## config.mk

```make
export PLATFORM = sky130hd
export DESIGN_NAME = score_keeper
export DESIGN_NICKNAME = d
export VERILOG_FILES = /design/src/rtl/pong_pkg.sv /design/src/rtl/bcd_counter_2d.sv /design/src/rtl/score_keeper.sv
export SDC_FILE = /design/constraint.sdc
export NUM_CORES = 1
export LEC_CHECK = 0
export CAP_MARGIN = 20
export CORE_MARGIN = 1
export CORE_UTILIZATION = 30
export CTS_CLUSTER_DIAMETER = 50
export CTS_CLUSTER_SIZE = 40
export DETAILED_ROUTE_END_ITERATION = 8
export REMOVE_ABC_BUFFERS = 1
export SETUP_SLACK_MARGIN = 0.05
export SLEW_MARGIN = 20
export SYNTH_ARGS = -nofsm -noshare
export SYNTH_HDL_FRONTEND = slang
export SYNTH_SLANG_ARGS = --single-unit
```

## constraint.sdc

```tcl
create_clock -name CLOCK_50 -period 2.15 [get_ports CLOCK_50]
set_input_delay 0.3225 -clock CLOCK_50 [delete_from_list [all_inputs] [get_ports CLOCK_50]]
set_output_delay 0.3225 -clock CLOCK_50 [all_outputs]
set_load 0.01 [all_outputs]
```

## src/rtl/pong_pkg.sv

```systemverilog
// Shared types and constants for the pong score path: FSM states, winner LED codes, BCD width.
package pong_pkg;

    localparam int BCD_W = 4;

    localparam logic [1:0] WINNER_NONE = 2'b00;
    localparam logic [1:0] WINNER_P1   = 2'b01;
    localparam logic [1:0] WINNER_P2   = 2'b10;

    localparam logic [6:0] SCORE_MAX = 7'd99;

    typedef enum logic [1:0] {
        ST_HOLD  = 2'd0,
        ST_SERVE = 2'd1,
        ST_PLAY  = 2'd2,
        ST_OVER  = 2'd3
    } state_t;

    // Score after one more point, pinned at the two-digit ceiling.
    function automatic logic [6:0] sat_inc(input logic [6:0] v);
        return (v >= SCORE_MAX) ? SCORE_MAX : (v + 7'd1);
    endfunction

endpackage

```

## src/rtl/bcd_counter_2d.sv

```systemverilog
// Two-digit saturating BCD counter with a parallel binary copy of the count for compares.
module bcd_counter_2d
    import pong_pkg::*;
(
    input  logic             clk,
    input  logic             reset_n,
    input  logic             clr,
    input  logic             inc,
    output logic [BCD_W-1:0] ones,
    output logic [BCD_W-1:0] tens,
    output logic [6:0]       value
);

    logic [BCD_W-1:0] ones_r;
    logic [BCD_W-1:0] tens_r;
    logic [6:0]       value_r;
    logic             at_max_s;

    // Saturation flag: 99 is the last representable score.
    always_comb begin
        at_max_s = (tens_r == 4'd9) && (ones_r == 4'd9);
    end

    // Digit and binary count registers; ones rolls into tens, nothing rolls past 99.
    always_ff @(posedge clk) begin
        if (!reset_n || clr) begin
            ones_r  <= 4'd0;
            tens_r  <= 4'd0;
            value_r <= 7'd0;
        end else if (inc && !at_max_s) begin
            if (ones_r == 4'd9) begin
                ones_r <= 4'd0;
                tens_r <= tens_r + 4'd1;
            end else begin
                ones_r <= ones_r + 4'd1;
            end
            value_r <= value_r + 7'd1;
        end
    end

    assign ones  = ones_r;
    assign tens  = tens_r;
    assign value = value_r;

endmodule

```

## src/rtl/score_keeper.sv

```systemverilog
// Pong score keeper: point edge detect, BCD scores, win detect and serve hold-off with req/ack.
// Optional build macro SCORE_KEEPER_WIN_BY_TWO_EN requires a two-point lead (99 always wins).
module score_keeper
    import pong_pkg::*;
#(
    parameter int WIN_SCORE   = 11,
    parameter int SERVE_DELAY = 50000000,
    parameter int DLY_W       = 26
) (
    input  logic             CLOCK_50,
    input  logic             reset_n,
    input  logic             clear,
    input  logic             pause,
    input  logic             point_1,
    input  logic             point_2,
    input  logic             serve_ack,
    output logic             serve_req,
    output logic             serve_dir,
    output logic [BCD_W-1:0] score_1_ones,
    output logic [BCD_W-1:0] score_1_tens,
    output logic [BCD_W-1:0] score_2_ones,
    output logic [BCD_W-1:0] score_2_tens,
    output logic             game_over,
    output logic [1:0]       winner
);

    localparam logic [DLY_W-1:0] DLY_LAST = DLY_W'(SERVE_DELAY - 1);
    localparam logic [DLY_W-1:0] DLY_ONE  = DLY_W'(1);
    localparam logic [DLY_W-1:0] DLY_ZERO = DLY_W'(0);
    localparam logic [6:0]       WIN_VAL  = 7'(WIN_SCORE);

    state_t           state_r;
    logic [DLY_W-1:0] dly_cnt_r;
    logic             p1_prev_r;
    logic             p2_prev_r;
    logic             serve_req_r;
    logic             serve_dir_r;
    logic             game_over_r;
    logic [1:0]       winner_r;

    logic             ev1_s;
    logic             ev2_s;
    logic             inc1_s;
    logic             inc2_s;
    logic [6:0]       s1_val_s;
    logic [6:0]       s2_val_s;
    logic [6:0]       s1_next_s;
    logic [6:0]       s2_next_s;
    logic             win1_s;
    logic             win2_s;

    // Point strobes are only accepted in PLAY while not paused; player 1 wins a tie.
    always_comb begin
        ev1_s  = point_1 && !p1_prev_r;
        ev2_s  = point_2 && !p2_prev_r;
        inc1_s = 1'b0;
        inc2_s = 1'b0;
        if ((state_r == ST_PLAY) && !pause) begin
            inc1_s = ev1_s;
            inc2_s = ev2_s && !ev1_s;
        end else begin
            inc1_s = 1'b0;
            inc2_s = 1'b0;
        end
    end

    // Win rule evaluated on the score each player would have after this point.
    always_comb begin
        s1_next_s = sat_inc(s1_val_s);
        s2_next_s = sat_inc(s2_val_s);
`ifdef SCORE_KEEPER_WIN_BY_TWO_EN
        win1_s = ((s1_next_s >= WIN_VAL) && (s1_next_s >= (s2_val_s + 7'd2))) ||
                 (s1_next_s == SCORE_MAX);
        win2_s = ((s2_next_s >= WIN_VAL) && (s2_next_s >= (s1_val_s + 7'd2))) ||
                 (s2_next_s == SCORE_MAX);
`else
        win1_s = (s1_next_s == WIN_VAL);
        win2_s = (s2_next_s == WIN_VAL);
`endif
    end

    bcd_counter_2d u_score_1 (
        .clk     (CLOCK_50),
        .reset_n (reset_n),
        .clr     (clear),
        .inc     (inc1_s),
        .ones    (score_1_ones),
        .tens    (score_1_tens),
        .value   (s1_val_s)
    );

    bcd_counter_2d u_score_2 (
        .clk     (CLOCK_50),
        .reset_n (reset_n),
        .clr     (clear),
        .inc     (inc2_s),
        .ones    (score_2_ones),
        .tens    (score_2_tens),
        .value   (s2_val_s)
    );

    // Game sequencing: hold-off count, serve handshake, point outcome and game end.
    always_ff @(posedge CLOCK_50) begin
        if (!reset_n || clear) begin
            state_r     <= ST_HOLD;
            dly_cnt_r   <= DLY_ZERO;
            p1_prev_r   <= point_1;
            p2_prev_r   <= point_2;
            serve_req_r <= 1'b0;
            serve_dir_r <= 1'b0;
            game_over_r <= 1'b0;
            winner_r    <= WINNER_NONE;
        end else begin
            // Edge registers follow the inputs even while strobes are being ignored.
            p1_prev_r <= point_1;
            p2_prev_r <= point_2;
            case (state_r)
                ST_HOLD: begin
                    if (!pause) begin
                        if (dly_cnt_r == DLY_LAST) begin
                            state_r     <= ST_SERVE;
                            dly_cnt_r   <= DLY_ZERO;
                            serve_req_r <= 1'b1;
                        end else begin
                            dly_cnt_r <= dly_cnt_r + DLY_ONE;
                        end
                    end
                end
                ST_SERVE: begin
                    if (serve_ack) begin
                        state_r     <= ST_PLAY;
                        serve_req_r <= 1'b0;
                    end
                end
                ST_PLAY: begin
                    if (inc1_s) begin
                        serve_dir_r <= 1'b1;
                        if (win1_s) begin
                            state_r     <= ST_OVER;
                            game_over_r <= 1'b1;
                            winner_r    <= WINNER_P1;
                        end else begin
                            state_r   <= ST_HOLD;
                            dly_cnt_r <= DLY_ZERO;
                        end
                    end else if (inc2_s) begin
                        serve_dir_r <= 1'b0;
                        if (win2_s) begin
                            state_r     <= ST_OVER;
                            game_over_r <= 1'b1;
                            winner_r    <= WINNER_P2;
                        end else begin
                            state_r   <= ST_HOLD;
                            dly_cnt_r <= DLY_ZERO;
                        end
                    end
                end
                ST_OVER: begin
                    game_over_r <= 1'b1;
                end
                default: begin
                    state_r     <= ST_HOLD;
                    dly_cnt_r   <= DLY_ZERO;
                    serve_req_r <= 1'b0;
                end
            endcase
        end
    end

    assign serve_req = serve_req_r;
    assign serve_dir = serve_dir_r;
    assign game_over = game_over_r;
    assign winner    = winner_r;

endmodule

```

==> impl_metrics.yaml <==
run_status:
  status: "finished, final reports clean"
pwr:
  netSwitchingPower_w: 0.0006125
  p_int_w: 0.002313
  power.density_mw_per_mm2: 631.2
  swShare_pct: 20.94
  sequentialPowerShare_pct: 41.4
  cellLeakagePower_nw: 1.681
  clkPwrFrac_pct: 54.1
  ir_worst_vdd_mv: 0.4178
  pwr-share-comb_pct: 4.4
  p_total_w: 0.002925
layout:
  final_util_pct: 40.59
  seq_area_mm2: 0.001301
  syn_to_final_growth_pct: 32.00
  multi_input_area_mm2: 0.002132
  stdcell_count: 631
  fill_cells: 1167
  drive_above_1_share_pct: 16.80
  nNetsFinal: 501
  antenna_cells: 0
sta:
  finalSetupViolations: 0
  fin_crit_sh_pct: 93.60
  rsz0062_at_grt: "false"
  relSlewSlack_pct: 71.94
  setup_tns_ps: 0
  fmax_mhz: 496.9
  drv_slew: 0
  worst_pin_slew_ps: 417.3
  skew_ps: 5.094
  finalCriticalPeriod_ps: 2012
  hold_violations: 0
synthesis:
  ys_async_sr_fraction_pct: 0
  synth.top_cell.area_share_pct: 37.06
  ys_types: 62
  ys_seq_elements: 65
  syn_inst: 418
  synth.most_common_cell: "dfxtp_1"
  syn_avg_cell_area_um2: 8.399
  yosysWarningCount: 0
  synth_area_leader_cell: "dfxtp_1"
  synthFlopType: "dfxtp_1"
  synth_edf_count: 0
  synthTopCellsByCount: "dfxtp_1 (65), nor2_1 (43), nand2_1 (36)"
  ys_seq_area_share_pct: 37.06
  synth_area_leaders: "dfxtp_1 (37%), nor2_1 (4.6%), ha_1 (3.9%)"
  synth_area_mm2: 0.003511
global_route:
  grt_max_degree: 38
  grtUsageTotal_pct: 16.43
  grtUsageMet1_pct: 19.92
  antenna_found_initial: 0
  grt-ovfl-total: 0
  use_met2_pct: 26.79
  top_usage_layer: "met2"
  grt_pass1_wl_um: 15230
  grt_pass1_vias: 3269
  grt_use_met3_pct: 5.232
detailed_routing:
  drtIter0Drc: 106
  vias: 3304
  drt_pass1_iterations: 4
  detail-route-antenna-nets: 0
  routed_wl_um: 8996
  drc_errors: 0
  vias_per_cell: 5.236
  wl_per_cell_um: 14.26
placement:
  dp.cells: 615
  port_buffers: 27
  gp_congestion: 0.8327
  hpwlAfterDp_um: 6462
die:
  die_area_mm2: 0.01214
  ioPinCount: 28
  start_util_pct: 30.75
  core_mm2: 0.01142
  rows: 39
  fp.dieH_um: 110.2
  fp.dieW_um: 110.2
worst_hold_path:
  hp-class: "flip-flop to flip-flop"
critical_path:
  start_kind: "flip-flop"
  reg2reg_slack_ps: 140
  startpoint: "dly_cnt_r[10]$_SDFFE_PP0P_"
  reg2reg_depth: 6
  crit_required_ps: 2380
  path_class: "flip-flop to flip-flop"
  crit-reg2reg-launch: "dly_cnt_r[10]$_SDFFE_PP0P_"
  critical_path.max_fanout: 13
  crit_path_end: "dly_cnt_r[21]$_SDFFE_PP0P_"
  reg2reg_to: "dly_cnt_r[21]$_SDFFE_PP0P_"
  cp-end-kind: "flip-flop"
  arrival_ps: 2240
clock_tree:
  tritoncts: "yes"
  ctsHoldBuffers: 0
  ctsRootBufferMaster: "clkbuf_16"
  cts_sinks: 65
  cts_buffers: 9
  clkSlewWorstSetupHoldPaths_ps: 50
  worstSkewPairLatency_ps: 330
  htreeDepth: 3
  clock_path_buffers: 2
job:
  drv_cap: 0
==> stage by stage <==
stage	worst slack [ps]	cell area (µm²)	hold WS, ps
2_1_floorplan	-526.0	3427	350.2
3_3_place_gp	-181.5	4239	450.7
3_5_place_dp	-248.4	4239	437.2
4_1_cts	52.37	4564	454.8
5_1_grt	8.097	4634	472.9
6_report	137.5	4634	459.2
==> flip-flops by register name, indices dropped and copies added (netlist names) <==
signal           count
u_score_2.value      7
u_score_2.ones       4
p1_prev_r            1
dly_cnt_r           26
p2_prev_r            1
game_over            1
u_score_1.tens       4
u_score_2.tens       4
u_score_1.value      7
u_score_1.ones       4
serve_dir            1
winner               2
serve_req            1
state_r              2
==> layer usage <==
layer | wire [µm] | vias to the layer above | part of all wire (%)
li1 | - | 1648 | -
met1 | 4123 | 1576 | 46
met2 | 4260 | 69 | 47
met3 | 471 | 11 | 5.2
met4 | 140 | 0 | 1.6
met5 | 0 | - | 0
==> cell usage in the layout, fill, tap and decap left out, types with 9 or more instances in the layout <==
master | Yosys | layout
dfxtp_1 | 65 | 65
nor2_1 | 43 | 43
buf_4 | 1 | 42
nand2_1 | 36 | 36
clkdlybuf4s50_1 | 0 | 27
nand3_1 | 25 | 25
a21oi_1 | 20 | 20
inv_1 | 17 | 16
xor2_1 | 13 | 13
o21ai_0 | 12 | 12
nand4_1 | 11 | 11
and3_1 | 10 | 9
nor3_1 | 9 | 9
clkbuf_16 | 0 | 9
==> worst max-delay path: stages, from the launching register on <==
cell	delay [ps]
dfxtp_1	350
or3_1	420
nor4_4	390
a21oi_2	130
buf_12	170
a31o_2	220
a22o_1	220
==> power groups by stage <==
stage	clock (W)	combinational (W)	sequential [W]
final	0.00158	0.000130	0.00121
after global routing	0.00168	0.000140	0.00121
after CTS	0.00162	0.000126	0.00121
after detailed placement	0	0.000125	0.00124
after global placement	0	0.000123	0.00124
after floorplan	0	0.0000560	0.00124
==> cells by family after synthesis <==
family                     synth area share (%)
buffers and inverters                     4.205
muxes                                     2.423
DFF                                       37.06
AOI/OAI and AO/OA                         16.68
xor gates and xnor gates                  5.239
and+or+nand+nor                           30.47
adders and majority gates                 3.920
==> layout make-up <==
cell class	count	area share (%)
inverters	17	1.377
repair buffers	72	13.74
multi-input cells	318	46.00
clock inverters	5	1.701
well taps	143	3.861
clock buffers	11	5.238
flip-flops and latches	65	28.08
==> worst min path at each step <==
stage,start,endpoint,slack (ps),cells after the start
final,winner[1]$_SDFFE_PP0P_,winner[1]$_SDFFE_PP0P_,460,2
after global routing,winner[1]$_SDFFE_PP0P_,winner[1]$_SDFFE_PP0P_,470,2
after CTS,winner[1]$_SDFFE_PP0P_,winner[1]$_SDFFE_PP0P_,450,2
after detailed placement,winner[1]$_SDFFE_PP0P_,winner[1]$_SDFFE_PP0P_,440,2
after global placement,winner[1]$_SDFFE_PP0P_,winner[1]$_SDFFE_PP0P_,450,2
after floorplan,point_1,p1_prev_r$_DFF_P_,350,0
==> repair_timing <==
item	4_1_cts	5_1_grt
resized for setup	2	13
pin swaps	1	4
gates cloned	0	0
setup buffers	0	0
endpoints found under the setup margin	10	34
Note: power is estimated with default switching activity, not from simulation.
